## src/rtl/bp_profiler_pkg.sv

```systemverilog
// Shared types and address offsets for the stall-attribution profiler.
package bp_profiler_pkg;

  typedef enum logic [4:0] {
    e_stall_unknown        = 5'd0,
    e_stall_fe_queue_stall = 5'd1,
    e_stall_fe_wait        = 5'd2,
    e_stall_itlb_miss      = 5'd3,
    e_stall_icache_miss    = 5'd4,
    e_stall_icache_fill    = 5'd5,
    e_stall_branch_ovr     = 5'd6,
    e_stall_ret_ovr        = 5'd7,
    e_stall_fe_cmd         = 5'd8,
    e_stall_fe_cmd_fence   = 5'd9,
    e_stall_mispredict     = 5'd10,
    e_stall_control_haz    = 5'd11,
    e_stall_long_haz       = 5'd12,
    e_stall_data_haz       = 5'd13,
    e_stall_aux_dep        = 5'd14,
    e_stall_load_dep       = 5'd15,
    e_stall_mul_dep        = 5'd16,
    e_stall_fma_dep        = 5'd17,
    e_stall_sb_full        = 5'd18,
    e_stall_l2_miss        = 5'd19,
    e_stall_dtlb_miss      = 5'd20,
    e_stall_dcache_miss    = 5'd21,
    e_stall_exception      = 5'd22,
    e_stall_eret           = 5'd23
  } bp_stall_reason_e;

  // Instr/cycle counters sit directly above the reason counters.
  localparam int unsigned instr_ctr_ofs_lp = 0;
  localparam int unsigned cycle_ctr_ofs_lp = 1;

  // Read response metadata; oob marks an address beyond the counter map.
  typedef struct packed {
    logic v;
    logic oob;
  } bp_prof_rd_resp_s;

endpackage

```

## src/rtl/bp_stall_attrib_pipe.sv

```systemverilog
// Stall attribution shift pipe: per-stage events accumulate toward the tail,
// where the lowest set bit is picked as the cycle's stall reason.
module bp_stall_attrib_pipe
  import bp_profiler_pkg::*;
#(
  parameter int unsigned num_reasons_p = 24,
  parameter int unsigned num_stages_p  = 8,
  localparam int unsigned reason_width_lp = (num_reasons_p > 1) ? $clog2(num_reasons_p) : 1
) (
  input  logic                                  clk_i,
  input  logic                                  reset_li,
  input  logic [num_stages_p*num_reasons_p-1:0] i_evt,
  output logic [reason_width_lp-1:0]            o_reason_c,
  output logic                                  o_reason_v_c
);

  logic [num_stages_p-1:0][num_reasons_p-1:0] r_stage;
  logic [num_stages_p-1:0][num_reasons_p-1:0] w_stage_n;
  logic [num_reasons_p-1:0]                   w_tail;

  // Each stage inherits the previous stage's bits; stage 0 takes only new events.
  assign w_stage_n = {r_stage[num_stages_p-2:0], {num_reasons_p{1'b0}}} | i_evt;

  always_ff @(posedge clk_i or negedge reset_li) begin
    if (!reset_li) begin
      r_stage <= '0;
    end else begin
      r_stage <= w_stage_n;
    end
  end

  assign w_tail       = r_stage[num_stages_p-1];
  assign o_reason_v_c = |w_tail;

  // Lowest-index set bit wins.
  always_comb begin
    o_reason_c = '0;
    for (int i = int'(num_reasons_p) - 1; i >= 0; i--) begin
      if (w_tail[i]) o_reason_c = reason_width_lp'(i);
    end
  end

endmodule

```

## src/rtl/bp_stall_hist_profiler.sv

```systemverilog
// Per-reason stall histogram counters with a 1-cycle read port.
// Optional shadow snapshot bank enabled by PROFILER_SNAPSHOT_EN.
module bp_stall_hist_profiler
  import bp_profiler_pkg::*;
#(
  parameter int unsigned num_reasons_p = 24,
  parameter int unsigned num_stages_p  = 8,
  parameter int unsigned ctr_width_p   = 32,
  localparam int unsigned addr_width_lp = $clog2(num_reasons_p + 2)
) (
  input  logic                                  clk_i,
  input  logic                                  reset_li,
  input  logic                                  enable_i,
  input  logic                                  clear_i,
  input  logic                                  snap_i,
  input  logic [num_stages_p*num_reasons_p-1:0] evt_i,
  input  logic                                  instret_i,
  input  logic                                  rd_v_i,
  input  logic [addr_width_lp-1:0]              rd_addr_i,
  output logic                                  rd_v_o,
  output logic [ctr_width_p-1:0]                rd_data_o,
  output logic [num_reasons_p+1:0]              ovf_o
);

  localparam int unsigned num_ctrs_lp     = num_reasons_p + 2;
  localparam int unsigned instr_addr_lp   = num_reasons_p + instr_ctr_ofs_lp;
  localparam int unsigned cycle_addr_lp   = num_reasons_p + cycle_ctr_ofs_lp;
  localparam int unsigned reason_width_lp = (num_reasons_p > 1) ? $clog2(num_reasons_p) : 1;

  logic [reason_width_lp-1:0] w_reason;
  logic                       w_reason_v;
  logic [addr_width_lp-1:0]   w_rsn_sel;
  logic [num_ctrs_lp-1:0]     w_inc;

  logic [ctr_width_p-1:0]     r_ctr [num_ctrs_lp];
  logic [num_ctrs_lp-1:0]     r_ovf;
  logic [ctr_width_p-1:0]     w_rd_src [num_ctrs_lp];
  logic                       w_rd_oob;
  bp_prof_rd_resp_s           r_rd_resp;
  logic [ctr_width_p-1:0]     r_rd_data;

  bp_stall_attrib_pipe #(
    .num_reasons_p (num_reasons_p),
    .num_stages_p  (num_stages_p)
  ) u_pipe (
    .clk_i        (clk_i),
    .reset_li     (reset_li),
    .i_evt        (evt_i),
    .o_reason_c   (w_reason),
    .o_reason_v_c (w_reason_v)
  );

  // One-hot increment: cycle always, plus exactly one of instr or reason.
  always_comb begin
    w_rsn_sel = w_reason_v ? addr_width_lp'(w_reason) : addr_width_lp'(e_stall_unknown);
    w_inc     = '0;
    if (enable_i) begin
      w_inc[cycle_addr_lp] = 1'b1;
      if (instret_i) w_inc[instr_addr_lp] = 1'b1;
      else           w_inc[w_rsn_sel]     = 1'b1;
    end
  end

  // Saturating counters; clear takes priority over a same-cycle increment.
  always_ff @(posedge clk_i or negedge reset_li) begin
    if (!reset_li) begin
      r_ctr <= '{default: '0};
      r_ovf <= '0;
    end else if (clear_i) begin
      r_ctr <= '{default: '0};
      r_ovf <= '0;
    end else begin
      for (int unsigned i = 0; i < num_ctrs_lp; i++) begin
        if (w_inc[i]) begin
          if (&r_ctr[i]) r_ovf[i] <= 1'b1;
          else           r_ctr[i] <= r_ctr[i] + ctr_width_p'(1);
        end
      end
    end
  end

`ifdef PROFILER_SNAPSHOT_EN
  logic [ctr_width_p-1:0] r_shadow [num_ctrs_lp];

  // Shadow captures pre-increment, pre-clear live values.
  always_ff @(posedge clk_i or negedge reset_li) begin
    if (!reset_li) begin
      r_shadow <= '{default: '0};
    end else if (snap_i) begin
      r_shadow <= r_ctr;
    end
  end

  assign w_rd_src = r_shadow;
`else
  logic w_unused_snap;
  assign w_unused_snap = snap_i;
  assign w_rd_src      = r_ctr;
`endif

  assign w_rd_oob = (32'(rd_addr_i) >= 32'(num_ctrs_lp));

  // Data only loads on in-range reads so it holds between requests.
  always_ff @(posedge clk_i or negedge reset_li) begin
    if (!reset_li) begin
      r_rd_resp <= '0;
      r_rd_data <= '0;
    end else begin
      r_rd_resp.v <= rd_v_i;
      if (rd_v_i) begin
        r_rd_resp.oob <= w_rd_oob;
        if (!w_rd_oob) r_rd_data <= w_rd_src[rd_addr_i];
      end
    end
  end

  assign rd_v_o    = r_rd_resp.v;
  assign rd_data_o = r_rd_resp.oob ? '0 : r_rd_data;
  assign ovf_o     = r_ovf;

endmodule
```

## config.mk

```make
export PLATFORM = sky130hd
export DESIGN_NAME = bp_stall_hist_profiler
export DESIGN_NICKNAME = d
export VERILOG_FILES = /design/src/rtl/bp_profiler_pkg.sv /design/src/rtl/bp_stall_attrib_pipe.sv /design/src/rtl/bp_stall_hist_profiler.sv
export SDC_FILE = /design/constraint.sdc
export NUM_CORES = 2
export LEC_CHECK = 0
export CAP_MARGIN = 20
export CORE_MARGIN = 10
export CORE_UTILIZATION = 40
export DETAILED_ROUTE_END_ITERATION = 7
export PLACE_DENSITY = 0.62
export SLEW_MARGIN = 15
export SYNTH_ARGS = -nofsm -noshare
export SYNTH_HDL_FRONTEND = slang
export SYNTH_SLANG_ARGS = --single-unit
```

## constraint.sdc

```tcl
create_clock -name clk_i -period 3.8 [get_ports clk_i]
set_clock_uncertainty 0.2 [all_clocks]
set_input_delay 0.38 -clock clk_i [delete_from_list [all_inputs] [get_ports clk_i]]
set_output_delay 0.38 -clock clk_i [all_outputs]
set_load 0.05 [all_outputs]
```

# After elaboration in Yosys (flattened, before gate mapping)
# Cells that the tools add are included.
[totals]
reg_bits = 1084
latchBits = 0
mem_bits_rw = 0
mem_bits_ro = 0
in_bits = 204
mem_count = 0
[op_classes]
add_sub_neg = 26
mul = 0
n_div = 0
magnitude_cmp = 4
eq_ne = 26
n_shift = 0
muxes = 140
bitwise_logic = 3
n_reduce_logical = 133
[ops]
columns = ["operator", "count"]
rows = [
  ["$mux 32", 55],
  ["$add 32x1->32 const B", 26],
  ["$mux 832", 1],
  ["$reduce_and 32->1", 26],
  ["$or 192x192->192", 1],
  ["$bmux 32 s5", 1],
  ["$mux 5", 25],
  ["$reduce_and 2->1", 53],
  ["$reduce_bool 2->1", 52],
  ["$mux 1", 54],
  ["$mux 26", 2],
  ["$ne 2x2->1 const B", 26],
  ["$mux 24", 1],
  ["$reduce_or 24->1", 1],
  ["$ge 6x6->1 const B", 1],
  ["$lt 5x6->1 const B", 1],
  ["$not 5->6", 1],
  ["$demux 1 s5", 1],
  ["$ge 5x1->1 const B", 1],
  ["$ge 5x5->1 const B", 1],
  ["$logic_and 1x1->1", 1],
  ["$not 1->1", 1],
]

# Longest topological paths before layout
[logic_depth]
ltp_word = 33
depth_mapped = 12

# Hierarchy
# From an unflattened synthesis, not the netlist that was laid out.
[unflattened]
hier_cells = 5857
area_unflattened_um2 = 58561.2
[modules_own_cells]
columns = ["mod", "n_inst", "cells_per_inst", "area_per_inst_um2"]
rows = [
  ["bp_stall_hist_profiler", 1, 5449, 52396.5],
  ["bp_stall_attrib_pipe", 1, 408, 6164.7],
]

# Least setup slack after synthesis
# OpenSTA, ideal clock, no wires.
[synth_path]
path_kind = "register -> register"
from = "register u_pipe.r_stage (netlist bit u_pipe.w_tail[11])"
to = "register r_ctr[713] (netlist name)"
arrival_ps = 3072
required_time_ps = 3522
path_slack_ps = 450
path_stages_with_launch = 11
path_buffers = 3
synth_period_minus_slack_ps = 3350
path_cell_list = "dfrtp_1 > or4_1 > buf_4 > nor4_4 > o21a_2 > nand2b_1 > buf_6 > or4_4 > buf_6 > or4_1 > a21oi_1"
[synth_via]
elab_chain_len = 21
elab_cells_between_ends = 23
cone_classes = "2 x order compare; 17 x mux; 4 x reduce/logical"
[synth_lines]
columns = ["element", "line_no", "rtl"]
rows = [
  ["from (decl)", "bp_stall_attrib_pipe.sv:17", "logic [num_stages_p-1:0][num_reasons_p-1:0] r_stage;"],
  ["from (signal assigned)", "bp_stall_attrib_pipe.sv:28", "r_stage <= w_stage_n;"],
  ["$mux 5 (12 in a row)", "bp_stall_attrib_pipe.sv:39", "if (w_tail[i]) o_reason_c = reason_width_lp'(i);"],
  ["$mux 5 *", "bp_stall_hist_profiler.sv:55", "w_rsn_sel = w_reason_v ? addr_width_lp'(w_reason) : addr_width_lp'(e_stall_unknown);"],
  ["$lt 5x6->1 (not written as such) or $ge 5x1->1 (tied branches)", "bp_stall_hist_profiler.sv:60", "else w_inc[w_rsn_sel] = 1'b1;"],
  ["$logic_and 1x1->1 (not written as such)", "bp_stall_hist_profiler.sv:60", ""],
  ["$mux 1 (not written as such)", "bp_stall_hist_profiler.sv:60", ""],
  ["$demux 1 s5 *", "bp_stall_hist_profiler.sv:60", ""],
  ["$mux 24 *", "bp_stall_hist_profiler.sv:59", "if (instret_i) w_inc[instr_addr_lp] = 1'b1;"],
  ["$mux 26 *", "bp_stall_hist_profiler.sv:57", "if (enable_i) begin"],
  ["$reduce_bool 2->1 (no source line) *", "-", ""],
  ["$reduce_and 2->1 (no source line) *", "-", ""],
  ["to (signal, indexed assignment)", "bp_stall_hist_profiler.sv:76", "else r_ctr[i] <= r_ctr[i] + ctr_width_p'(1);"],
  ["to (decl)", "bp_stall_hist_profiler.sv:35", "logic [ctr_width_p-1:0] r_ctr [num_ctrs_lp];"],
]
# Every way passes the cells marked *; elsewhere a longest branch is shown, timed or not.
# A chain may end at the register's enable or synchronous reset.

# Worst setup path after layout
[layout_path]
from = "register u_pipe.r_stage (netlist bit u_pipe.w_tail[22])"
to = "register r_ctr[713] (netlist name)"
[layout_via]
elab_chain_len = 32
elab_cells_between_ends = 34
cone_classes = "2 x order compare; 28 x mux; 4 x reduce/logical"
[layout_lines]
columns = ["element", "line_no"]
rows = [
  ["$mux 5 (23 in a row)", "bp_stall_attrib_pipe.sv:39"],
  ["$mux 5 *", "bp_stall_hist_profiler.sv:55"],
  ["$lt 5x6->1 (not written as such) or $ge 5x1->1 (tied branches)", "bp_stall_hist_profiler.sv:60"],
  ["$logic_and 1x1->1 (not written as such)", "bp_stall_hist_profiler.sv:60"],
  ["$mux 1 (not written as such)", "bp_stall_hist_profiler.sv:60"],
  ["$demux 1 s5 *", "bp_stall_hist_profiler.sv:60"],
  ["$mux 24 *", "bp_stall_hist_profiler.sv:59"],
  ["$mux 26 *", "bp_stall_hist_profiler.sv:57"],
  ["$reduce_bool 2->1 (no source line) *", "-"],
  ["$reduce_and 2->1 (no source line) *", "-"],
]
# Marks and branches as above.

==> summary.md <==
| Metric | Value |
|---|---|
| Worst Hold Class | primary input to flop |
| Pin count of the biggest net entering global routing | 172 |
| Clk Latency, worst-skew pair | 780 ps |
| Die Height | 413 microns |
| Number of global-route vias before repair | 53.1k |
| Area grow syn2layout | 20.6% |
| Total GRT Usage | 0.256 |
| Die ar. | 170000 sq um |
| I/O Buffers | 261 |
| Setup ws final | 125 ps |
| Seq/Total Area, Yosys | 0.440 |
| Syn Area/Cell | 9.35 sq um |
| F_max | 272 MHz |
| WP data required | 4290 ps |
| DRC | 0 |
| Grt ovf | 0 |
| DR iter-0 viols | 6896 |
| Clk sinks | 1084 |
| Fillers | 14.1k |
| WP data arrival | 4170 ps |
| Router iterations before antenna repair | 6 |
| Clock transition at the registers of the reported paths | 60 ps |
| Yosys warning total | 0 |
| Total CTS buffers | 132 |
| P_leak | 27.6 nW |
| Final #Nets | 7267 |
| Global-route wire length before repair | 338000 microns |
| Final Wtd Congestion | 0.963 |
| Design Power | 26.9 mW |
| Asr flop ratio synth | 1.00 |
| H-Tree Depth | 4 |
| Worst setup SP type | flop |
| Netlist Area Pre-Place | 61700 sq um |
| Layout cell share with drive strength beyond 1 | 0.136 |
| Slew margin rel. | 0.189 |
| Mapped Nets | 6828 |
| Min cycle time layout | 3680 ps |
| Via count | 57.2k |
| Crit-path max FO | 18 |
| Synthesized flop and latch total | 1084 |
| Run status | finished clean |
| # rows | 144 |
| Maxcap violations | 0 |
| WS Path Type | flop to flop |
| CTS tree | yes |
| CORE AREA | 154000 sq um |
| # setup viols final | 0 |
| PwrDens | 361 nW/um^2 |
| Hpwl dp | 163000 microns |
| Final hold vios | 0 |
| WL/cell | 24.4 microns |
| Synth cell types | 87 |
| Routed Wire Length | 224000 microns |
| Setup tns final | 0 ps |
| Initial core utilization | 0.401 |
| Clock Tree Buf Depth | 3 |
| Initial antenna violation count | 12 |
| Peak supply drop | 0.000428 V |
| Synth Flop Type | dfrtp_1 |
| Synthesized instance count | 6598 |
| Worst-margin pin slew | 1210 ps |
| Antenna Nets Post-Route | 0 |
| Final Cycle Share | 0.967 |
| Via/cell ratio | 6.22 |
| Nature of the critical path endpoint | flop |
| Place WS | -2.67 ps |
| Final Max Tran Viols | 0 |
| CTS root buffer | clkbuf_16 |
| Width of the die | 413 microns |
| Boundary Pins | 263 |
| Number of synthesized flops with an enable pin | 0 |
-- logic make-up (layout without fill, tap and decap cells) --
kind of cell    count (synthesis)  in the layout  synth area share
compound gates               1368           1368             0.136
xor+xnor                      205            205            0.0291
fa+ha+maj                      26             26           0.00527
buf+inv                       541           1081            0.0336
flops                        1084           1084             0.440
mux                           374            374            0.0906
other cells                     0              9                 0
simple gates                 3000           3001             0.265
-- sequential cells by signal (all words and copies together), names as in the netlist --
signal and count:
r_ctr 832, u_pipe.r_stage 168, r_rd_data 32, ovf_o 26
u_pipe.w_tail 24, r_rd_resp 1, rd_v_o 1
-- Yosys cell counts, drive strengths merged, types with 45 or more instances --
library cell	number	area (sq um)
a21oi	490	2450
a221oi	52	455
and2	56	350
and3	107	669
and4	72	631
buf	64	283
clkbuf	347	1300
dfrtp	1084	27100
inv	130	488
mux2	65	732
mux2i	168	1680
mux4	141	3180
nand2	458	1720
nand3	356	1780
nand4	306	1920
nor2	508	1910
nor2b	97	607
nor3	129	656
nor4	145	928
o21a	45	339
o21ai	362	1810
o31ai	185	1390
or2	207	1290
or3	285	1780
or4	210	1580
xnor2	100	876
xor2	105	920
-- placed cells by master, fill, tap and decap left out, drive strengths merged, types with 185 or more instances in the layout --
cell type      Yosys  routed
nand4            306     306
or4              210     211
buf               64     293
nand3            356     356
nand2            458     458
clkdlybuf4s50      0     254
nor2             508     508
o21ai            362     362
or3              285     285
or2              207     207
dfrtp           1084    1084
o31ai            185     185
a21oi            490     490
clkbuf           347     188
-- power breakdown --
part	switching, mW	total, mW	internal [mW]
combinational	1.09	1.77	0.678
sequential	0.0563	11.7	11.6
clock	5.46	13.4	7.95
total	6.61	26.9	20.3
-- metal layers --
metal | track usage | vias to the layer above | routed length (microns)
met1 | 0.361 | 28600 | 95700
met5 | 0 | - | 9
met4 | 0.103 | 2 | 10000
li1 | - | 25700 | -
met2 | 0.383 | 2514 | 98700
met3 | 0.0534 | 383 | 19700
-- final cells by class --
class	count	area, sq um	area share
multi-input combinational	4974	32700	0.439
sequential	1084	27100	0.365
timing repair buffer	715	6960	0.0935
clock buffer	188	3860	0.0518
tap	2044	2560	0.0344
clock inverter	48	713	0.00959
inverter	130	490	0.00659
antenna	9	22.5	0.000303
-- path summary, 6_finish.rpt --
path | startpoint | end | slack, ps | depth (start not counted)
max | u_pipe.w_tail[22]$_DFF_PN0_ | r_ctr[713]$_DFFE_PN0P_ | 120 | 8
max in group asynchronous | reset_li | u_pipe.r_stage[20]$_DFF_PN0_ | 2240 | 4
min reg2reg | u_pipe.r_stage[155]$_DFF_PN0_ | u_pipe.w_tail[11]$_DFF_PN0_ | 220 | 1
min | evt_i[190] | u_pipe.w_tail[22]$_DFF_PN0_ | 40 | 2
min in group asynchronous | reset_li | r_ctr[502]$_DFFE_PN0P_ | 80 | 3
max reg2reg | u_pipe.w_tail[22]$_DFF_PN0_ | r_ctr[713]$_DFFE_PN0P_ | 120 | 8
-- timing repair --
item | CTS | global route
endpoints found under the hold margin | 750 | 0
buffers inserted | 0 | 2
gates resized for setup | 1 | 4
gates cloned | 0 | 1
setup endpoints to repair | 1 | 18
pin swaps | 0 | 2
hold buffers | 168 | 0
-- through the flow --
step / instances / instance area (sq um) / hold WS, ps / util
2_1_floorplan: 6598 / 61700 / -116 / -
3_3_place_gp: 8776 / 68100 / 61.8 / 0.443
3_5_place_dp: 8776 / 68100 / 61.7 / 0.443
4_1_cts: 9180 / 74300 / 1.33 / 0.484
5_1_grt: 9190 / 74400 / 3.87 / 0.484
6_report: 9192 / 74400 / 37.0 / 0.484
-- critical path, stage by stage, from the launching register on --
cell and delay [ps]:
dfrtp_1 400, or4_1 610, nor4_4 290, buf_4 190
o21a_2 150, nand2b_1 290, or4_4 770, or4_1 540
a21oi_1 150
Power figures use the tool's default switching activity.
